**src/rtl/adc_evt_pkg.sv**
```systemverilog
// Shared state type, record layout and packing helper for the ADC event capture block.
package adc_evt_pkg;

  typedef enum logic {IDLE, ACTIVE} evt_state_t;

  localparam int REC_WIDTH = 64;
  localparam int TS_LSB    = 32;
  localparam int DUR_LSB   = 16;
  localparam int PEAK_LSB  = 0;

  // Record layout is {ts[31:0], dur[15:0], peak[15:0]}.
  function automatic logic [REC_WIDTH-1:0] pack_rec(input logic [31:0] ts,
                                                    input logic [15:0] dur,
                                                    input logic [15:0] peak);
    logic [REC_WIDTH-1:0] rec;
    rec = '0;
    rec[TS_LSB +: 32]   = ts;
    rec[DUR_LSB +: 16]  = dur;
    rec[PEAK_LSB +: 16] = peak;
    return rec;
  endfunction

endpackage

```
**src/rtl/adc_event_capture_if.sv**
```systemverilog
// AXI-Stream record channel from the event capture block toward the DMA side.
interface adc_event_capture_if;
  import adc_evt_pkg::*;

  logic                 tvalid;
  logic                 tready;
  logic [REC_WIDTH-1:0] tdata;

  modport master (output tvalid, output tdata, input tready);
  modport slave  (input tvalid, input tdata, output tready);

endinterface

```
**src/rtl/adc_evt_fifo.sv**
```systemverilog
// Synchronous record FIFO with a registered first-word-fall-through head.
module adc_evt_fifo #(
  parameter int WIDTH = 64,
  parameter int DEPTH = 8
) (
  input  logic                     aclk,
  input  logic                     aresetn,
  input  logic                     push,
  input  logic [WIDTH-1:0]         din,
  input  logic                     out_ready,
  output logic                     out_valid,
  output logic [WIDTH-1:0]         out_data,
  output logic                     full,
  output logic [$clog2(DEPTH):0]   level
);

  localparam int AW = $clog2(DEPTH);
  localparam int LW = AW + 1;
  localparam logic [AW:0] FULL_CNT = DEPTH[AW:0];

  logic [WIDTH-1:0] mem [DEPTH];
  logic [AW-1:0]    wr_ptr;
  logic [AW-1:0]    rd_ptr;
  logic [AW-1:0]    rd_ptr_next;
  logic [AW:0]      count;
  logic [AW:0]      count_next;
  logic             pop;
  logic             wr_en;
  logic [WIDTH-1:0] head_next;

  // A push into a full FIFO still lands when the head leaves in the same cycle.
  // The head register is reloaded from the post-edge view so it never lags a write.
  always_comb begin
    pop         = out_valid & out_ready;
    full        = (count == FULL_CNT);
    wr_en       = push & (~full | pop);
    rd_ptr_next = pop ? rd_ptr + 1'b1 : rd_ptr;
    count_next  = count + LW'(wr_en) - LW'(pop);
    if (wr_en && (wr_ptr == rd_ptr_next)) begin
      head_next = din;
    end else begin
      head_next = mem[rd_ptr_next];
    end
  end

  always_ff @(posedge aclk) begin
    if (wr_en) begin
      mem[wr_ptr] <= din;
    end
  end

  always_ff @(posedge aclk) begin
    if (!aresetn) begin
      wr_ptr    <= '0;
      rd_ptr    <= '0;
      count     <= '0;
      out_valid <= 1'b0;
      out_data  <= '0;
    end else begin
      if (wr_en) begin
        wr_ptr <= wr_ptr + 1'b1;
      end
      rd_ptr    <= rd_ptr_next;
      count     <= count_next;
      out_valid <= (count_next != '0);
      out_data  <= head_next;
    end
  end

  assign level = count;

endmodule

```
**src/rtl/adc_event_capture.sv**
```systemverilog
// Threshold-crossing event detector that records {start ts, duration, peak} per event.
// Define ADC_EVT_HYST_EN to release events at cfg_threshold - cfg_hysteresis instead of cfg_threshold.
module adc_event_capture #(
  parameter int DATA_WIDTH = 16,
  parameter int TS_WIDTH   = 32,
  parameter int DUR_WIDTH  = 16,
  parameter int FIFO_DEPTH = 8
) (
  input  logic                          aclk,
  input  logic                          aresetn,
  input  logic                          s_axis_tvalid,
  input  logic [DATA_WIDTH-1:0]         s_axis_tdata,
  input  logic                          cfg_enable,
  input  logic [DATA_WIDTH-1:0]         cfg_threshold,
  input  logic [DATA_WIDTH-1:0]         cfg_hysteresis,
  input  logic [DUR_WIDTH-1:0]          cfg_min_len,
  adc_event_capture_if.master           m_axis,
  output logic                          sts_busy,
  output logic [$clog2(FIFO_DEPTH):0]   sts_fifo_level,
  output logic [15:0]                   sts_drop_cnt
);
  import adc_evt_pkg::*;

  evt_state_t            state;
  evt_state_t            state_next;
  logic [TS_WIDTH-1:0]   ts;
  logic [TS_WIDTH-1:0]   ts_start;
  logic [DUR_WIDTH-1:0]  dur;
  logic [DATA_WIDTH-1:0] peak;
  logic [DATA_WIDTH-1:0] off_lvl;
  logic                  start_evt;
  logic                  extend_evt;
  logic                  push;
  logic                  drop;
  logic                  fifo_full;
  logic                  fifo_valid;
  logic [REC_WIDTH-1:0]  fifo_data;
  logic [REC_WIDTH-1:0]  rec;
  logic [15:0]           drop_cnt;

`ifdef ADC_EVT_HYST_EN
  assign off_lvl = (cfg_threshold > cfg_hysteresis) ? cfg_threshold - cfg_hysteresis : '0;
`else
  logic unused_hyst;
  assign unused_hyst = ^cfg_hysteresis;
  assign off_lvl     = cfg_threshold;
`endif

  always_ff @(posedge aclk) begin
    if (!aresetn || !cfg_enable) begin
      ts <= '0;
    end else begin
      ts <= ts + 1'b1;
    end
  end

  always_ff @(posedge aclk) begin
    if (!aresetn) begin
      state <= IDLE;
    end else begin
      state <= state_next;
    end
  end

  // The sample that closes an event only closes it; it is never re-examined as a trigger.
  always_comb begin
    state_next = state;
    start_evt  = 1'b0;
    extend_evt = 1'b0;
    push       = 1'b0;
    case (state)
      IDLE: begin
        if (cfg_enable && s_axis_tvalid && (s_axis_tdata > cfg_threshold)) begin
          state_next = ACTIVE;
          start_evt  = 1'b1;
        end
      end
      ACTIVE: begin
        if (!cfg_enable) begin
          state_next = IDLE;
        end else if (s_axis_tvalid) begin
          if (s_axis_tdata > off_lvl) begin
            extend_evt = 1'b1;
          end else begin
            push       = (dur >= cfg_min_len);
            state_next = IDLE;
          end
        end
      end
      default: state_next = IDLE;
    endcase
  end

  always_ff @(posedge aclk) begin
    if (!aresetn) begin
      ts_start <= '0;
      dur      <= '0;
      peak     <= '0;
    end else if (start_evt) begin
      ts_start <= ts;
      dur      <= DUR_WIDTH'(1);
      peak     <= s_axis_tdata;
    end else if (extend_evt) begin
      if (dur != '1) begin
        dur <= dur + 1'b1;
      end
      if (s_axis_tdata > peak) begin
        peak <= s_axis_tdata;
      end
    end
  end

  assign rec  = pack_rec(32'(ts_start), 16'(dur), 16'(peak));
  assign drop = push & fifo_full & ~(fifo_valid & m_axis.tready);

  always_ff @(posedge aclk) begin
    if (!aresetn) begin
      drop_cnt <= '0;
    end else if (drop && (drop_cnt != 16'hFFFF)) begin
      drop_cnt <= drop_cnt + 1'b1;
    end
  end

  adc_evt_fifo #(
    .WIDTH (REC_WIDTH),
    .DEPTH (FIFO_DEPTH)
  ) u_fifo (
    .aclk      (aclk),
    .aresetn   (aresetn),
    .push      (push),
    .din       (rec),
    .out_ready (m_axis.tready),
    .out_valid (fifo_valid),
    .out_data  (fifo_data),
    .full      (fifo_full),
    .level     (sts_fifo_level)
  );

  assign m_axis.tvalid = fifo_valid;
  assign m_axis.tdata  = fifo_data;
  assign sts_busy      = (state == ACTIVE);
  assign sts_drop_cnt  = drop_cnt;

endmodule
```
**src/flat_wrapper.sv**
```systemverilog
// flat-port wrapper written by rule: the top's interface ports become plain ports
module adc_event_capture_flat import adc_evt_pkg::*;
#(
  parameter int DATA_WIDTH = 16,
  parameter int TS_WIDTH   = 32,
  parameter int DUR_WIDTH  = 16,
  parameter int FIFO_DEPTH = 8
)
  (aclk, aresetn, s_axis_tvalid, s_axis_tdata, cfg_enable, cfg_threshold, cfg_hysteresis, cfg_min_len, sts_busy, sts_fifo_level, sts_drop_cnt, m_axis_tvalid, m_axis_tdata, m_axis_tready);
  adc_event_capture_if m_axis_i ();
  input  logic aclk;
  input  logic aresetn;
  input  logic s_axis_tvalid;
  input  logic [DATA_WIDTH-1:0] s_axis_tdata;
  input  logic cfg_enable;
  input  logic [DATA_WIDTH-1:0] cfg_threshold;
  input  logic [DATA_WIDTH-1:0] cfg_hysteresis;
  input  logic [DUR_WIDTH-1:0] cfg_min_len;
  output logic sts_busy;
  output logic [$clog2(FIFO_DEPTH):0] sts_fifo_level;
  output logic [15:0] sts_drop_cnt;
  output wire logic [$bits(m_axis_i.tvalid)-1:0] m_axis_tvalid;
  output wire logic [$bits(m_axis_i.tdata)-1:0] m_axis_tdata;
  input wire logic [$bits(m_axis_i.tready)-1:0] m_axis_tready;
  assign m_axis_tvalid = m_axis_i.tvalid;
  assign m_axis_tdata = m_axis_i.tdata;
  assign m_axis_i.tready = m_axis_tready;
  adc_event_capture #(.DATA_WIDTH(DATA_WIDTH), .TS_WIDTH(TS_WIDTH), .DUR_WIDTH(DUR_WIDTH), .FIFO_DEPTH(FIFO_DEPTH)) u_core (.aclk(aclk), .aresetn(aresetn), .s_axis_tvalid(s_axis_tvalid), .s_axis_tdata(s_axis_tdata), .cfg_enable(cfg_enable), .cfg_threshold(cfg_threshold), .cfg_hysteresis(cfg_hysteresis), .cfg_min_len(cfg_min_len), .m_axis(m_axis_i), .sts_busy(sts_busy), .sts_fifo_level(sts_fifo_level), .sts_drop_cnt(sts_drop_cnt));
endmodule
```
**config.mk**
```make
export PLATFORM = sky130hd
export DESIGN_NAME = adc_event_capture_flat
export DESIGN_NICKNAME = d
export VERILOG_FILES = /design/src/rtl/adc_evt_pkg.sv /design/src/rtl/adc_event_capture_if.sv /design/src/rtl/adc_evt_fifo.sv /design/src/rtl/adc_event_capture.sv /design/src/flat_wrapper.sv
export SDC_FILE = /design/constraint.sdc
export NUM_CORES = 1
export LEC_CHECK = 0
export CAP_MARGIN = 10
export CORE_ASPECT_RATIO = 0.75
export CORE_MARGIN = 10
export CORE_UTILIZATION = 45
export CTS_CLUSTER_SIZE = 40
export DETAILED_ROUTE_END_ITERATION = 6
export PLACE_DENSITY = 0.75
export SLEW_MARGIN = 20
export SYNTH_ARGS = -nofsm -noshare
export SYNTH_HDL_FRONTEND = slang
export SYNTH_SLANG_ARGS = --single-unit
```
**constraint.sdc**
```tcl
create_clock -name aclk -period 9.7 [get_ports aclk]
set_input_delay 0.97 -clock aclk [delete_from_list [all_inputs] [get_ports aclk]]
set_output_delay 0.97 -clock aclk [all_outputs]
set_load 0.02 [all_outputs]
```
==> metrics.md <==
| Metric | Value |
|---|---|
| Clock Power Share | `between 30% and 40%` |
| Clock Tree Buf Depth | `3` |
| Clock Latency Late Sink | `about 0.6 ns` |
| Post_cts resized | `0` |
| CP required | `9.92 ns` |
| Final Setup Violations | `0` |
| Io pins | `between 150 and 200` |
| Area Overhead vs Synth | `15.0%` |
| Worst Path Class, Setup | `in -> reg` |
| Reg power frac | `approximately 45%` |
| First-pass GRT wire length | `105 mm` |
| Total Nets Final | `about 2,600` |
| Total grt overflow | `0` |
| DR iter-0 viols | `~1,900` |
| Synth Register Bits | `700` |
| Hold WC Path Type | `reg -> reg` |
| Routed WL | `about 70 mm` |
| Filler Cell Count | `5,001` |
| Sw frac | `around 29%` |
| Peak supply drop | `about 0.33 mV` |
| DRT antenna net count | `0` |
| Mapped Area | `28,300 um^2` |
| Clk_skew | `0.0247 ns` |
| Syn avg cell area | `12.2 um^2` |
| Fmax | `between 150 and 200 MHz` |
| Total CTS buffers | `66` |
| Final Max Tran Viols | `0` |
| Worst-path maximum fanout | `42` |
| Vias per cell | `approximately 5.7` |
| Die area | `roughly 73,000 um^2` |
| Pwr Density | `229 nW/um^2` |
| Tmin final | `approximately 5.4 ns` |
| Port bufs | `~140` |
| Vias in the first global route | `about 18,000` |
| CP arrival | `~5.7 ns` |
| Post-synth net total | `about 2,500` |
| Die width | `between 300 and 400 um` |
| Status | `complete, no violations` |
| Cts hold-fix bufs | `0` |
| Post-synth top area share | `54.3%` |
| CTS tree | `done` |
| Core Util, Final | `52.4%` |
| Crit path capture type | `register` |
| Drt first pass iters | `6` |
| Postcts setup bufs | `0` |
| Core ar. | `roughly 62,000 um^2` |
| Fraction of layout cells with a size suffix above 1 | `~7.9%` |
| Root Driver | `clkbuf_16` |
| Internal | `about 5.3 mW` |
| Setup_tns | `0 ns` |
| Final hold viol count | `0` |
| Initial antenna violation count | `2` |
| Die height | `237 um` |
| Final period util | `approximately 56%` |
| Clk sinks | `700` |
| Leakage | `~12 nW` |
| Ys Warns | `0` |
| Routed WL per cell | `between 20 and 25 um` |
| H-Tree Depth | `3` |
| Slew @ Worst Pin | `~1.1 ns` |
| Seq/Total Area, Yosys | `roughly 68%` |
| Clk slew on worst S/H paths | `approximately 0.060 ns` |
| RSZ-0062 raised after global routing | `no` |
| Number of flops mapped to enable cells by yosys | `just over 500` |
| GRT Overall Usage | `18.1%` |
| Area leader, netlist | `edfxtp_1` |
| MaxCap Viol Count | `0` |
| Synth cell types | `70` |
| Dominant synthesized flop cell | `edfxtp_1` |
| Pin count of the biggest net entering global routing | `191` |
| Synth top area cells | `edfxtp_1, dfxtp_1, nand2_1` |
| Max-slew headroom | `about 27%` |
| Combinational share of power | `approximately 22%` |
| Cell row count | `between 70 and 80` |
| Startpoint types | `input port` |
| Synth Instances | `2,323` |
| DRC | `0` |
| Tot Pwr | `roughly 7.4 mW` |
| Initial Utilization | `45.6%` |
| Routability cong. | `around 0.83` |
| Via Count | `roughly 19,000` |
| Async SR Flop Fraction | `0%` |
| P_sw | `between 2 and 2.5 mW` |
| Hpwl dp | `38.5 mm` |
-- registers in the layout, indices dropped and copies added, names as in the netlist --
signal                   count
u_core.u_fifo.mem          512
u_core.u_fifo.out_data      64
u_core.ts                   32
u_core.ts_start             32
u_core.dur                  16
u_core.peak                 16
u_core.sts_drop_cnt         16
u_core.u_fifo.level          4
u_core.u_fifo.rd_ptr         3
u_core.u_fifo.wr_ptr         3
u_core.sts_busy              1
u_core.u_fifo.out_valid      1
-- worst paths after layout --
path | depth (start not counted) | to | slack (ns) | from
worst max-delay path | 10 | u_core.u_fifo.mem[7][37]$_DFFE_PP_ | 4.26 | s_axis_tdata[1]
worst min-delay path | 1 | u_core.ts[0]$_SDFF_PP0_ | 0.47 | u_core.ts[0]$_SDFF_PP0_
worst max register to register | 9 | u_core.u_fifo.mem[7][37]$_DFFE_PP_ | 5.21 | u_core.dur[0]$_SDFFE_PN0P_
worst min register to register | 1 | u_core.ts[0]$_SDFF_PP0_ | 0.47 | u_core.ts[0]$_SDFF_PP0_
-- synth_stat cells, types with 3 or more instances --
cell type	instances
a21o_1	4
or3_1	24
nand3b_1	3
nor2_1	61
buf_1	5
buf_2	21
o2111ai_1	3
a21oi_2	20
and2_1	4
nand3_1	199
buf_4	6
a211oi_1	4
and4_1	4
a32oi_1	65
xor2_1	31
dfxtp_1	188
and3_1	7
nor3_1	10
or4_1	3
o21ai_0	63
xnor2_1	14
edfxtp_1	512
nand4b_1	64
o31ai_1	8
mux2i_1	84
inv_1	58
nand2_1	529
ha_1	57
nand2_2	21
clkbuf_1	91
a21oi_1	86
nand4_1	24
nor4_1	4
nor2b_1	5
-- layer usage --
metal	track usage, %	up-vias	part of all wire, %
li1	-	8673	-
met4	4.98	0	2.0
met3	4.48	110	9.2
met2	28.8	791	47
met5	0	-	0
met1	24.4	9216	42
-- critical path, cell delays in order --
cell	delay (ns)
clkdlybuf4s50_1	0.51
ha_1	0.35
nor2b_1	0.13
o211ai_1	0.33
a211oi_1	0.24
or4b_2	0.97
nand2_1	0.21
nand4_1	0.29
nor2_4	0.80
buf_4	0.79
-- cells by family (layout without fill, tap and decap cells) --
kind of cell             Yosys count  after routing  synth area share, %
AO/OA/AOI/OAI                    269            269                 6.33
XOR/XNOR                          45             45                 1.39
adder cells (fa/ha/maj)           58             58                 2.59
buffers and inverters            188            346                 2.88
flip-flops                       700            700                 67.6
multiplexers                      84             84                 2.97
other                              0              2                    0
AND/OR/NAND/NOR                  979            979                 16.3
-- cell type report --
| type | instances | area, um^2 | share of cell area [%] |
|---|---|---|---|
| diodes | 2 | 5.00 | 0.0154 |
| clock buffers | 93 | 1880 | 5.77 |
| clock inverters | 26 | 196 | 0.603 |
| inverters | 59 | 223 | 0.684 |
| multi-input cells | 1435 | 8500 | 26.1 |
| flip-flops and latches | 700 | 19100 | 58.8 |
| well taps | 810 | 1010 | 3.11 |
| repair buffers | 168 | 1620 | 4.96 |
-- cells in the final DEF (no fill, tap or decap), types with 5 or more instances in the layout --
cell type	count
dfxtp_1	188
a21oi_1	86
o21ai_0	63
nor3_1	8
clkbuf_16	70
nand2_2	21
a32oi_1	65
nand4_1	24
ha_1	57
clkinv_2	10
nand2_1	528
clkinv_1	8
a21oi_2	20
or3_1	24
clkdlybuf4s50_1	137
nor2_1	60
edfxtp_1	512
buf_4	30
mux2i_1	84
nand3_1	198
clkbuf_1	19
xnor2_1	12
o31ai_1	7
nand4b_1	64
xor2_1	31
nor2b_1	5
inv_1	58
and3_1	7
-- power groups by stage --
stage / registers, mW / clock network [mW] / logic [mW]
final: 3.34 / 2.49 / 1.61
after detailed placement: 3.41 / 0 / 1.61
after global placement: 3.41 / 0 / 1.56
after CTS: 3.35 / 2.53 / 1.62
after floorplan: 3.52 / 0 / 0.918
after global routing: 3.35 / 2.65 / 1.74
-- metrics by stage --
step                hold WS [ns]  setup slack, ns  cell area, um^2  instances
detailed placement         0.457             3.67            30500       3172
global placement           0.442             3.74            30500       3172
finish                     0.469             4.26            32600       3293
floorplan                  0.430          -0.0501            28300       2323
global route               0.503             4.08            32600       3291
CTS                        0.471             4.29            32600       3291
No activity file was read; power rests on OpenSTA's default activity.
